$ cat src/rtl/aww_types_pkg.sv
// ============================================================================
// aww_types_pkg : shared types for the branch predictor (kinds, BTB entry).
// Rev 1.0
// ============================================================================
`default_nettype none

package aww_types_pkg;

  typedef logic [31:0] word_t;

  typedef enum logic [1:0] {
    BP_BRANCH = 2'd0,
    BP_JUMP   = 2'd1,
    BP_CALL   = 2'd2,
    BP_RETURN = 2'd3
  } bp_kind_t;

  // Tag and counter fields are sized for the widest legal configuration;
  // narrower builds keep the unused upper bits at zero.
  localparam int unsigned BP_TAG_MAX_W = 30;
  localparam int unsigned BP_CNT_MAX_W = 8;

  typedef struct packed {
    logic                    valid;
    logic [BP_TAG_MAX_W-1:0] tag;
    bp_kind_t                kind;
    word_t                   target;
    logic [BP_CNT_MAX_W-1:0] cnt;
  } btb_entry_t;

  function automatic logic [BP_CNT_MAX_W-1:0] BP_CNT_WT(input int unsigned w);
    return BP_CNT_MAX_W'(1) << (w - 1);
  endfunction

endpackage

`default_nettype wire

$ cat src/rtl/return_stack.sv
// ============================================================================
// return_stack : circular LIFO of return addresses; a push when full
// overwrites the oldest entry, a pop when empty is ignored.  Rev 1.0
// ============================================================================
`default_nettype none

module return_stack #(
  parameter int unsigned DEPTH = 4
) (
  input  logic        clk_i,
  input  logic        rst_ni,
  input  logic        push_i,
  input  logic        pop_i,
  input  logic [31:0] data_i,
  output logic [31:0] top_o,
  output logic        empty_o
);

  localparam int unsigned PTR_W = (DEPTH > 1) ? $clog2(DEPTH) : 1;

  logic [31:0]    mem_q [DEPTH];
  logic [PTR_W-1:0] ptr_q, ptr_d;
  logic [PTR_W:0]   cnt_q, cnt_d;
  logic [PTR_W-1:0] top_idx;

  // ptr_q is the next free slot; the power-of-two depth makes it wrap freely.
  assign top_idx = ptr_q - 1'b1;
  assign top_o   = mem_q[top_idx];
  assign empty_o = (cnt_q == '0);

  always_comb begin
    ptr_d = ptr_q;
    cnt_d = cnt_q;
    if (push_i) begin
      ptr_d = ptr_q + 1'b1;
      if (cnt_q != (PTR_W+1)'(DEPTH)) cnt_d = cnt_q + 1'b1;
    end else if (pop_i && !empty_o) begin
      ptr_d = top_idx;
      cnt_d = cnt_q - 1'b1;
    end
  end

  always_ff @(posedge clk_i or negedge rst_ni) begin
    if (!rst_ni) begin
      ptr_q <= '0;
      cnt_q <= '0;
      for (int i = 0; i < DEPTH; i++) mem_q[i] <= '0;
    end else begin
      ptr_q <= ptr_d;
      cnt_q <= cnt_d;
      if (push_i) mem_q[ptr_q] <= data_i;
    end
  end

endmodule

`default_nettype wire

$ cat src/rtl/branch_predictor.sv
// ============================================================================
// branch_predictor : BTB + saturating-counter direction predictor; optional
// return-address stack enabled by defining BP_RAS_EN.  Rev 1.0
// ============================================================================
`default_nettype none

module branch_predictor
  import aww_types_pkg::*;
#(
  parameter int unsigned ENTRIES   = 16,
  parameter int unsigned CNT_W     = 2,
  parameter int unsigned RAS_DEPTH = 4
) (
  input  logic     CLK,
  input  logic     nRST,
  input  word_t    lookup_pc,
  input  logic     fetch_adv,
  output logic     pred_hit,
  output logic     pred_taken,
  output word_t    pred_target,
  input  logic     upd_en,
  input  word_t    upd_pc,
  input  bp_kind_t upd_kind,
  input  logic     upd_taken,
  input  word_t    upd_target
);

  localparam int unsigned IDX_W = $clog2(ENTRIES);
  localparam logic [BP_CNT_MAX_W-1:0] CNT_MAX = BP_CNT_MAX_W'((1 << CNT_W) - 1);

  btb_entry_t btb_q [ENTRIES];

  logic [IDX_W-1:0]        l_idx, u_idx;
  logic [BP_TAG_MAX_W-1:0] l_tag, u_tag;
  btb_entry_t              l_entry, u_entry, upd_entry_d;
  logic                    u_hit, upd_we;
  logic                    ras_use;
  word_t                   ras_top;
  logic                    unused_bits;

  assign l_idx = lookup_pc[IDX_W+1:2];
  assign u_idx = upd_pc[IDX_W+1:2];
  assign l_tag = BP_TAG_MAX_W'(lookup_pc[31:IDX_W+2]);
  assign u_tag = BP_TAG_MAX_W'(upd_pc[31:IDX_W+2]);
  assign unused_bits = ^{lookup_pc[1:0], upd_pc[1:0], fetch_adv};

  always_comb begin
    pred_hit    = 1'b0;
    pred_taken  = 1'b0;
    pred_target = lookup_pc + 32'd4;
    l_entry     = btb_q[l_idx];
    if (l_entry.valid && l_entry.tag == l_tag) begin
      pred_hit = 1'b1;
      unique case (l_entry.kind)
        BP_BRANCH: if (l_entry.cnt[CNT_W-1]) begin
          pred_taken  = 1'b1;
          pred_target = l_entry.target;
        end
        BP_RETURN: begin
          pred_taken  = 1'b1;
          pred_target = ras_use ? ras_top : l_entry.target;
        end
        default: begin
          pred_taken  = 1'b1;
          pred_target = l_entry.target;
        end
      endcase
    end
  end

  always_comb begin
    u_entry     = btb_q[u_idx];
    upd_entry_d = u_entry;
    upd_we      = 1'b0;
    u_hit       = u_entry.valid && (u_entry.tag == u_tag);
    if (upd_en) begin
      if (u_hit) begin
        upd_we           = 1'b1;
        upd_entry_d.kind = upd_kind;
        if (upd_taken) begin
          upd_entry_d.target = upd_target;
          if (u_entry.cnt != CNT_MAX) upd_entry_d.cnt = u_entry.cnt + 1'b1;
        end else if (u_entry.cnt != '0) begin
          upd_entry_d.cnt = u_entry.cnt - 1'b1;
        end
      end else if (upd_taken || upd_kind != BP_BRANCH) begin
        // Not-taken branches that miss are not worth a BTB slot.
        upd_we             = 1'b1;
        upd_entry_d.valid  = 1'b1;
        upd_entry_d.tag    = u_tag;
        upd_entry_d.kind   = upd_kind;
        upd_entry_d.target = upd_target;
        upd_entry_d.cnt    = BP_CNT_WT(CNT_W);
      end
    end
  end

  always_ff @(posedge CLK or negedge nRST) begin
    if (!nRST) begin
      for (int i = 0; i < ENTRIES; i++) btb_q[i] <= '0;
    end else if (upd_we) begin
      btb_q[u_idx] <= upd_entry_d;
    end
  end

`ifdef BP_RAS_EN
  logic ras_push, ras_pop, ras_empty;

  assign ras_push = fetch_adv && pred_hit && (l_entry.kind == BP_CALL);
  assign ras_pop  = fetch_adv && pred_hit && (l_entry.kind == BP_RETURN);
  assign ras_use  = !ras_empty;

  return_stack #(
    .DEPTH (RAS_DEPTH)
  ) u_ras (
    .clk_i   (CLK),
    .rst_ni  (nRST),
    .push_i  (ras_push),
    .pop_i   (ras_pop),
    .data_i  (lookup_pc + 32'd4),
    .top_o   (ras_top),
    .empty_o (ras_empty)
  );
`else
  assign ras_use = 1'b0;
  assign ras_top = '0;
`endif

endmodule

`default_nettype wire

$ cat config.mk
export PLATFORM = sky130hd
export DESIGN_NAME = branch_predictor
export DESIGN_NICKNAME = d
export VERILOG_FILES = /design/src/rtl/aww_types_pkg.sv /design/src/rtl/return_stack.sv /design/src/rtl/branch_predictor.sv
export SDC_FILE = /design/constraint.sdc
export NUM_CORES = 2
export LEC_CHECK = 0
export CAP_MARGIN = 20
export CORE_ASPECT_RATIO = 1.2
export CORE_UTILIZATION = 45
export CTS_BUF_LIST = sky130_fd_sc_hd__clkbuf_8
export CTS_CLUSTER_SIZE = 10
export DETAILED_ROUTE_END_ITERATION = 12
export GPL_TIMING_DRIVEN = 0
export SLEW_MARGIN = 20
export SYNTH_ARGS = -nofsm -noshare
export SYNTH_HDL_FRONTEND = slang
export SYNTH_SLANG_ARGS = --single-unit
$ cat constraint.sdc
create_clock -name CLK -period 5.4 [get_ports CLK]
set_input_delay 0.81 -clock CLK [delete_from_list [all_inputs] [get_ports CLK]]
set_output_delay 0.81 -clock CLK [all_outputs]
set_load 0.02 [all_outputs]
==> flow_metrics.tcl <==
set metrics [dict create \
    setup_viol 174 \
    syn_inst 5365 \
    first_pass_iters 7 \
    reg2reg_from "btb_q[217]$_DFFE_PN0P_" \
    max_slew.worst_pin.slew_ns 1.31 \
    synth_most_common_cell "dfrtp_1" \
    avgSynthCellArea_um2 11.4 \
    ir_worst_vdd_mv 0.260 \
    post-route-min-period_ns 5.57 \
    grt_pass1_vias 51100 \
    core_um2 135000 \
    syn-num-nets 5471 \
    rsz0062_at_grt "yes" \
    port_buffers 125 \
    maxSlewViolCount 0 \
    clkTransAtPathRegs_ns 0.06 \
    h-tree-depth 4 \
    finalInstanceArea_um2 70400 \
    overflow 0 \
    synthMuxAreaShare_pct 26.0 \
    post_drt_via_cell_ratio 6.73 \
    synth_edf_count 0 \
    seq_power_share_pct 44.9 \
    nNetsFinal 5816 \
    crit_chain "buf_2, buf_4, buf_4, buf_4, buf_4, buf_2, buf_2, buf_4, clkbuf_2, mux4_2, mux4_2, a22o_1, clkbuf_1, mux2_2" \
    p_sw_mw 9.03 \
    p_clk_share_pct 29.9 \
    ant_nets 0 \
    netSwitchingFraction_pct 33.7 \
    largest_reg_flops 1168 \
    drt_iter0_drc 7622 \
    slowest_delay_ns 0.48 \
    globalplace.congestion 1.06 \
    drt-total-wl_um 272000 \
    vias 51500 \
    async_reset_ff_share_pct 100 \
    p_leak_nw 30.2 \
    totalPowerFinal_mw 26.8 \
    drc 0 \
    clock_latency_ns 0.99 \
    ff2ff_path_depth 15 \
    place_inst 7301 \
    synth_area_leader_cell "dfrtp_1" \
    grt_max_degree 152 \
    yosys_warnings 0 \
    synth-xor-area-share_pct 1.14 \
    io_pins 137 \
    synth_area_um2 61300 \
    p_comb_share_pct 25.2 \
    largestRegisters "btb_q (1168)" \
    r2r_slack_ns 0.56 \
    fin_ws_ns -0.170 \
    yosysTopAreaCellShare_pct 47.7 \
    max_freq_mhz 180 \
    antenna_found_initial 16 \
    final_cells 7659 \
    yosysUniqueCellTypes 77 \
    synth_compound_area_share_pct 11.2 \
    wire_per_inst_um 35.5 \
    r2r_end "btb_q[630]$_DFFE_PN0P_" \
    track_usage_pct 39.8 \
    critPathKind "in2reg" \
    hpwl_um 188000 \
    die_x_um 339 \
    die_h_um 406 \
    cts.sinks 1168 \
    cp.required_ns 6.23 \
    hold_violations 0 \
    ys_seq_area_share_pct 47.7 \
    hp-class "in2async" \
    synthSimpleGateAreaFrac_pct 10.0 \
    layout-drive-gt1-share_pct 24.5 \
    fin_skew_ns 0.0547 \
    synthTopCellsByArea "dfrtp_1 (48%), mux4_2 (22%), o21ai_0 (8.4%), nand2_1 (6.8%), mux2i_1 (2.0%)" \
    post-route-period-util_pct 103 \
    cp_max_fo 11 \
    max_slew_margin_pct 12.4 \
    p_int_mw 17.8 \
    cp-end-kind "register" \
    cts_tree "yes" \
    regMostFlops "btb_q" \
    fill_cells 12100 \
    critPathArrivalTime_ns 6.40 \
    start_util_pct 45.3 \
    crit_top_cell "buf_4" \
    cp_slowest_cell "mux4_2" \
    cts_max_path_buffers 3 \
    rows 148 \
    cp-start-kind "input pin" \
    cts-buffers-inserted 193 \
    root_buffer "clkbuf_8" \
    synth_common_cells "dfrtp_1 (1168), nand2_1 (1105), o21ai_0 (1027)" \
    synthFlopType "dfrtp_1" \
    place_area_um2 65200 \
    ys_ff_latch 1168 \
    status "complete, but fails checks" \
    dieArea_um2 138000 \
    grt_first_pass_wirelength_um 384000 \
    synthAdderAreaFrac_pct 0.0612 \
    postLayoutCoreUtil_pct 52.0 \
    power_density_nw_per_um2 381 \
    violations "setup timing" \
    syn_to_final_growth_pct 14.8 \
    synth_top_family_by_area "multiplexers" \
    cap_violations 0 \
]
-- repair_timing --
item | in CTS | in global routing
pin swaps | 10 | 8
hold buffers | 1 | 0
gates cloned | 0 | 2
resized for setup | 461 | 106
hold endpoints to repair | 72 | 0
setup endpoints to repair | 1202 | 1076
buffers inserted | 9 | 4
-- through the flow --
| step | setup WS [ns] | hold WS [ns] | TNS [ns] |
|---|---|---|---|
| floorplan | 0.202 | 0.445 | 0 |
| global placement | -50.46 | 0.457 | - |
| detailed placement | -4.57 | 0.466 | -2948.99 |
| CTS | 0.00120 | 0.417 | 0 |
| global route | -0.0871 | 0.445 | -0.220 |
| finish | -0.170 | 0.421 | -7.26 |
-- cell usage in the layout (no fill, tap or decap), types with 9 or more instances in the layout --
cell type           n
dfrtp_1          1168
nand2_1          1105
o21ai_0          1026
mux4_2            589
clkbuf_8          250
clkbuf_1          163
clkbuf_2          141
mux2i_1           111
inv_1              97
nor2_1             91
clkdlybuf4s50_1    90
buf_2              80
a21oi_1            77
buf_4              68
and2_1             67
mux2_2             63
xnor2_1            50
nor3_1             36
nor2b_1            35
mux2i_4            32
nand3_1            31
o21ai_1            30
xor2_1             28
buf_6              26
clkbuf_4           25
nand4_1            20
nand2b_1           19
clkinv_2           19
o211ai_1           18
buf_16             17
a211oi_1           15
a21oi_2            15
a22oi_1            14
o22ai_1            13
a21oi_4            12
mux2i_2            12
a211oi_2           11
and3_1             11
buf_8              10
nor4_1              9
-- cells by family after synthesis --
group | Yosys count
and+or+nand+nor | 1468
AOI/OAI and AO/OA | 1296
DFF | 1168
muxes | 811
buffers and inverters | 539
xor gates and xnor gates | 80
adders and majority gates | 3
-- critical path: cells and delay by family --
family	cells	cell delay, ns
compound gates	1	0.31
buf+inv	10	3.98
mux	3	1.23
-- worst max path at each step --
stage	end	cells past startpoint	slack [ns]	from
detailed placement	pred_target[6]	15	-4.57	lookup_pc[3]
finish	btb_q[624]$_DFFE_PN0P_	14	-0.17	upd_pc[3]
CTS	btb_q[611]$_DFFE_PN0P_	10	0.001	upd_pc[4]
global placement	btb_q[107]$_DFFE_PN0P_	1	-50.46	nRST
global route	pred_target[7]	17	-0.09	lookup_pc[3]
floorplan	pred_target[30]	11	0.20	lookup_pc[2]
-- area by class of cell --
class	instances	area, µm²	share of cell area [%]
diodes	6	15.0	0.0213
plain buffers	511	3220	4.57
clock buffers	234	3220	4.57
clock inverters	104	568	0.807
inverters	26	101	0.144
multi-input cells	3658	30200	42.9
flip-flops and latches	1168	29200	41.5
well taps	1800	2250	3.20
repair buffers	152	1620	2.31
-- power by group through the flow --
stage                     logic [mW]  registers [mW]  clock network (mW)
after floorplan                 4.37            11.6                   0
after global placement          6.23            12.0                   0
after detailed placement        6.39            12.1                   0
after CTS                       6.51            11.9                7.95
after global routing            7.18            12.2                8.33
final                           6.76            12.0                8.00
-- per-layer routing --
layer,vias to the layer above,track usage (%),wire (µm)
li1,20200,-,-
met1,26200,48.1,93000
met2,3939,57.8,116000
met3,1149,15.4,37500
met4,6,29.5,25000
met5,-,0,41
No activity file was read; power rests on OpenSTA's default activity.
